===== config.mk =====
export PLATFORM = sky130hd
export DESIGN_NAME = hub75_pixel_loader
export DESIGN_NICKNAME = d
export VERILOG_FILES = /design/src/rtl/hub75_pixel_loader.sv
export SDC_FILE = /design/constraint.sdc
export NUM_CORES = 1
export LEC_CHECK = 0
export ABC_AREA = 1
export BUFFER_PORTS_ARGS = -buffer_cell sky130_fd_sc_hd__buf_2
export CAP_MARGIN = 20
export CORE_ASPECT_RATIO = 1.2
export CORE_MARGIN = 3
export CORE_UTILIZATION = 45
export DETAILED_ROUTE_END_ITERATION = 6
export HOLD_SLACK_MARGIN = 0.06
export PLACE_DENSITY = 0.69
export SYNTH_ARGS = -nofsm -noshare
export SYNTH_HDL_FRONTEND = slang
export SYNTH_SLANG_ARGS = --single-unit

===== constraint.sdc =====
create_clock -name clk -period 1.47 [get_ports clk]
set_input_delay 0.0735 -clock clk [delete_from_list [all_inputs] [get_ports clk]]
set_output_delay 0.0735 -clock clk [all_outputs]
set_load 0.02 [all_outputs]

===== src/rtl/hub75_pixel_loader.sv =====
// HUB75 pixel loader: turns a {R,G,B} pixel stream framed by start-of-frame
// and end-of-line markers into frame buffer writes, checking the framing and
// resynchronising on the next start-of-frame after any framing error.
//
// Stream handshake: a beat transfers on a rising edge where s_valid and
// s_ready are both high; s_ready mirrors i_enable and never waits on s_valid.
module hub75_pixel_loader #(
  parameter int hpixel_p = 64,
  parameter int vpixel_p = 64,
  parameter int bpp_p    = 8
) (
  input  logic                                       clk,
  input  logic                                       rst,
  input  logic                                       i_enable,
  input  logic                                       s_valid,
  output logic                                       s_ready,
  input  logic [3*bpp_p-1:0]                         s_data,
  input  logic                                       s_sof,
  input  logic                                       s_eol,
  output logic [$clog2(hpixel_p*vpixel_p)-1:0]       o_wr_addr,
  output logic [3*bpp_p-1:0]                         o_wr_data,
  output logic                                       o_wr_en,
  output logic                                       o_frame_done,
  output logic                                       o_err,
  output logic [7:0]                                 o_err_cnt
);

  localparam int addr_width_p = $clog2(hpixel_p*vpixel_p);
  localparam int col_w_p      = (hpixel_p > 1) ? $clog2(hpixel_p) : 1;
  localparam int row_w_p      = (vpixel_p > 1) ? $clog2(vpixel_p) : 1;

  typedef enum logic {
    WAIT_SOF = 1'b0,
    LOAD     = 1'b1
  } state_e;

  state_e                    state_q, state_d;
  logic [col_w_p-1:0]        col_q, col_d;
  logic [row_w_p-1:0]        row_q, row_d;
  logic [addr_width_p-1:0]   wr_addr_q, wr_addr_d;
  logic [3*bpp_p-1:0]        wr_data_q, wr_data_d;
  logic                      wr_en_q, wr_en_d;
  logic                      frame_done_q, frame_done_d;
  logic                      err_q, err_d;
  logic [7:0]                err_cnt_q, err_cnt_d;

  // Position the beat is written at: a start-of-frame always lands on pixel 0.
  logic [col_w_p-1:0]        eff_col;
  logic [row_w_p-1:0]        eff_row;
  logic                      last_col;
  logic                      last_row;
  logic                      accept;
  logic                      take;

  assign s_ready = i_enable;

  // Next-state, counter and write-port decode for one accepted beat.
  always_comb begin
    state_d      = state_q;
    col_d        = col_q;
    row_d        = row_q;
    wr_addr_d    = wr_addr_q;
    wr_data_d    = wr_data_q;
    wr_en_d      = 1'b0;
    frame_done_d = 1'b0;
    err_d        = 1'b0;
    err_cnt_d    = err_cnt_q;

    accept   = s_valid & i_enable;
    eff_col  = s_sof ? '0 : col_q;
    eff_row  = s_sof ? '0 : row_q;
    last_col = (eff_col == col_w_p'(hpixel_p - 1));
    last_row = (eff_row == row_w_p'(vpixel_p - 1));
    // Outside a frame only a start-of-frame beat is kept.
    take     = accept & (s_sof | (state_q == LOAD));

    if (!i_enable) begin
      // Disabling abandons any partial frame silently.
      state_d = WAIT_SOF;
      col_d   = '0;
      row_d   = '0;
    end else if (take) begin
      wr_en_d   = 1'b1;
      wr_data_d = s_data;
      wr_addr_d = addr_width_p'(eff_row) * addr_width_p'(hpixel_p)
                + addr_width_p'(eff_col);
      // A start-of-frame inside a frame is a resync: flagged but still loaded.
      err_d     = s_sof & (state_q == LOAD);

      if (s_eol != last_col) begin
        // Early or missing end-of-line: keep the beat, drop the frame.
        err_d   = 1'b1;
        state_d = WAIT_SOF;
        col_d   = '0;
        row_d   = '0;
      end else if (!last_col) begin
        col_d   = eff_col + col_w_p'(1);
        row_d   = eff_row;
        state_d = LOAD;
      end else if (!last_row) begin
        col_d   = '0;
        row_d   = eff_row + row_w_p'(1);
        state_d = LOAD;
      end else begin
        frame_done_d = 1'b1;
        state_d      = WAIT_SOF;
        col_d        = '0;
        row_d        = '0;
      end

      if (err_d && (err_cnt_q != 8'hff)) begin
        err_cnt_d = err_cnt_q + 8'd1;
      end
    end
  end

  // State, counters and registered write port; reset clears everything at once.
  always_ff @(posedge clk or posedge rst) begin
    if (rst) begin
      state_q      <= WAIT_SOF;
      col_q        <= '0;
      row_q        <= '0;
      wr_addr_q    <= '0;
      wr_data_q    <= '0;
      wr_en_q      <= 1'b0;
      frame_done_q <= 1'b0;
      err_q        <= 1'b0;
      err_cnt_q    <= 8'd0;
    end else begin
      state_q      <= state_d;
      col_q        <= col_d;
      row_q        <= row_d;
      wr_addr_q    <= wr_addr_d;
      wr_data_q    <= wr_data_d;
      wr_en_q      <= wr_en_d;
      frame_done_q <= frame_done_d;
      err_q        <= err_d;
      err_cnt_q    <= err_cnt_d;
    end
  end

  assign o_wr_addr    = wr_addr_q;
  assign o_wr_data    = wr_data_q;
  assign o_wr_en      = wr_en_q;
  assign o_frame_done = frame_done_q;
  assign o_err        = err_q;
  assign o_err_cnt    = err_cnt_q;

endmodule

==> flow_summary.ini <==
[outcome]
status = finished with violations
violations = setup timing

[yosys]
synth_cell_types = 30
synth.net_count = 363
ys_ff_latch = 60
syn_avg_cell_area_um2 = 8.61
synthArstFlopShare_pct = 100
syn_inst = 330
syn_area_mm2 = 0.00284
yosysSeqAreaShare_pct = 52.9
yosys_most_used_dff = dfrtp_1
yosysWarnings = 0
synth_edf_count = 0

[floorplanning]
start_util_pct = 46.6
die_w_um = 78.5
die_h_um = 93.0
core-area_mm2 = 0.00609
row_count = 31
io_pins = 78
die-area_mm2 = 0.00731

[worst_setup_path]
r2r_setup_slack_ns = -0.13
crit_path_cell_trace = inv_2 -> nor2_4 -> ha_4 -> nand3_2 -> nor2_4 -> nand3_4 -> nand3_4 -> nand3_4 -> nand2_2 -> nand2_1
endpoint = o_err_cnt[6]
cp-startpoint = col_q[0]
path_delay_family = simple AND/OR/NAND/NOR gates
crit_required_ns = 1.69
r2r_end = o_err_cnt[6]
crit_type = reg -> reg
cp.arrival_ns = 1.82
r2r_cells = 10
slowest_stage = dfrtp_1
path_max_fanout = 8
cp_slowest_stage_delay_ns = 0.37
critPathMostFrequentCell = nand3_4
crit_cells = 10
crit_path_start_kind = flop
cp_num_buf_inv = 1
critPathCaptureType = flop
regToRegStartpoint = col_q[0]

[sta]
setup_slack_ns = -0.133
fmax_ghz = 0.624
finalHoldViolCount = 0
skew_ns = 0.00800
setup_viol = 21
period_share_pct = 109
relSlewSlack_pct = 72.8
fin_crit_ns = 1.60
slew_viol_final = 0
worstMarginPinSlew_ns = 0.407
rsz0062_at_grt = true

[power_and_ir_drop]
switchingPower_uw = 1260
power.leakage_uw = 0.00216
p_int_uw = 3030
total_power_uw = 4290
vdd_drop_max_v = 0.000708
clkPwrFrac_pct = 33.9
p_comb_share_pct = 21.1
p_per_area_mw_per_mm2 = 1050
p_sw_share_pct = 29.3
seq_power_share_pct = 45.0

[route]
drtIter0Drc = 102
dr.pass1.iters = 4
routedWlPerCell_um = 13.1
totalWireLength_um = 7200
antenna_left = 0
via_count = 2631
via_per_inst = 4.80
drc = 0

[grt]
grt_pass1_vias = 2685
antenna_found_initial = 0
grt_pass1_wl_um = 12000
grt_max_degree = 37
grt_usage_pct = 20.9
grt-ovfl-total = 0

[cts]
clockRootBuffer = clkbuf_8
clockBufferDepth = 2
tritoncts = yes
clkLatencyLatePin_ns = 0.33
path_clk_slew_ns = 0.06
cts_sinks = 60
cts_buffers = 9
htreeDepth = 3

[placed_design]
port-buffer-count = 77
placed_cell_area_mm2 = 0.00342
hpwl_um = 4720
gp_congestion = 0.810
dp.cells = 497

[layout]
final_area_mm2 = 0.00407
diodes = 0
final_common_cell = nand2_1
utilization_pct = 66.8
area_growth_pct = 43.1
final_cell_mix = nand2_1, buf_2, dfrtp_1, dlygate4sd3_1, buf_4
n_fill_cell = 507
nets = 496
layout-drive-gt1-share_pct = 33.0
fin_cells = 548

[hold_path]
hp-class = in -> reg
holdCritStartpoint = s_eol

[job]
drv_cap = 0
-- registers in the layout, indices dropped and copies added (netlist names) --
name and cells:
col_q 6, o_err 1, o_err_cnt 8, o_frame_done 1, o_wr_addr 12, o_wr_data 24
o_wr_en 1, row_q 6, state_q 1
-- layout make-up --
type / instances / area, um2 / area share (%)
clock buffers: 12 / 155 / 3.82
flip-flops and latches: 60 / 1500 / 36.9
clock inverters: 2 / 35.0 / 0.862
inverters: 24 / 101 / 2.49
multi-input cells: 237 / 1290 / 31.6
repair buffers: 131 / 883 / 21.7
well taps: 82 / 103 / 2.52
-- worst register-to-register path: stages (launching register included) --
cell and delay (ns):
dfrtp_1 0.37, inv_2 0.06, nor2_4 0.12, ha_4 0.17
nand3_2 0.09, nor2_4 0.14, nand3_4 0.12, nand3_4 0.14
nand3_4 0.15, nand2_2 0.09, nand2_1 0.05
-- cell usage after synthesis (2+ instances only) --
cell,n,area (um2)
nand2_1,154,578
buf_6,2,22.5
inv_1,21,78.8
inv_2,2,7.51
nor2_1,15,56.3
o22ai_1,4,25.0
nand3_4,4,70.1
nand3b_1,2,15.0
o21ai_1,7,35.0
nor3_1,2,10.0
nand3_1,8,40.0
xor2_1,7,61.3
buf_2,7,35.0
nand3_2,3,30.0
nand4_1,11,68.8
ha_1,3,37.5
xnor2_1,2,17.5
o21ai_0,4,20.0
nor2_4,2,22.5
dfrtp_1,60,1500
-- cells by family after synthesis --
kind of cell | after synthesis | synth area share (%)
compound gates | 20 | 4.76
xor+xnor | 9 | 2.78
fa+ha+maj | 3 | 1.32
buf+inv | 34 | 5.73
flops | 60 | 52.9
simple gates | 204 | 32.6
-- how the worst min path moves through the flow --
stage,end,slack (ns),depth (start not counted)
final,col_q[0],0.11,4
after global routing,col_q[0],0.11,4
after CTS,col_q[0],0.09,4
after detailed placement,o_wr_data[18],0.19,3
after global placement,col_q[0],0.18,3
after floorplan,col_q[2],0.17,1
-- metal layers --
layer / vias up / part of all wire (%) / global-route usage [%] / wire length, um
li1: 1311 / - / - / -
met3: 19 / 3.8 / 5.49 / 275
met1: 1247 / 40 / 24.0 / 2890
met2: 54 / 54 / 36.0 / 3860
met5: - / 0 / 0 / 0
met4: 0 / 2.4 / 10.1 / 176
-- power by group through the flow --
stage	logic [uW]	registers, uW	clock network [uW]
after floorplan	284	2170	0
after global placement	815	1950	0
after detailed placement	828	1950	0
after CTS	894	1930	1500
after global routing	987	1950	1570
final	905	1930	1450
-- stage by stage --
stage                     setup WS [ns]  hold WS [ns]  setup TNS [ns]
after global placement           -0.175         0.184           -2.66
after detailed placement         -0.244         0.190           -3.77
after global routing             -0.232         0.107           -3.98
after floorplan                 -0.0756         0.171          -0.887
final                            -0.133         0.106           -2.03
after CTS                        -0.169        0.0862           -2.77
-- repair_timing --
action,4_1_cts,5_1_grt
pin swaps,12,6
buffers inserted,4,6
hold buffers,26,0
cloned,1,0
endpoints found under the setup margin,22,22
endpoints found under the hold margin,85,0
resized for setup,12,13
Power figures use the tool's default switching activity.
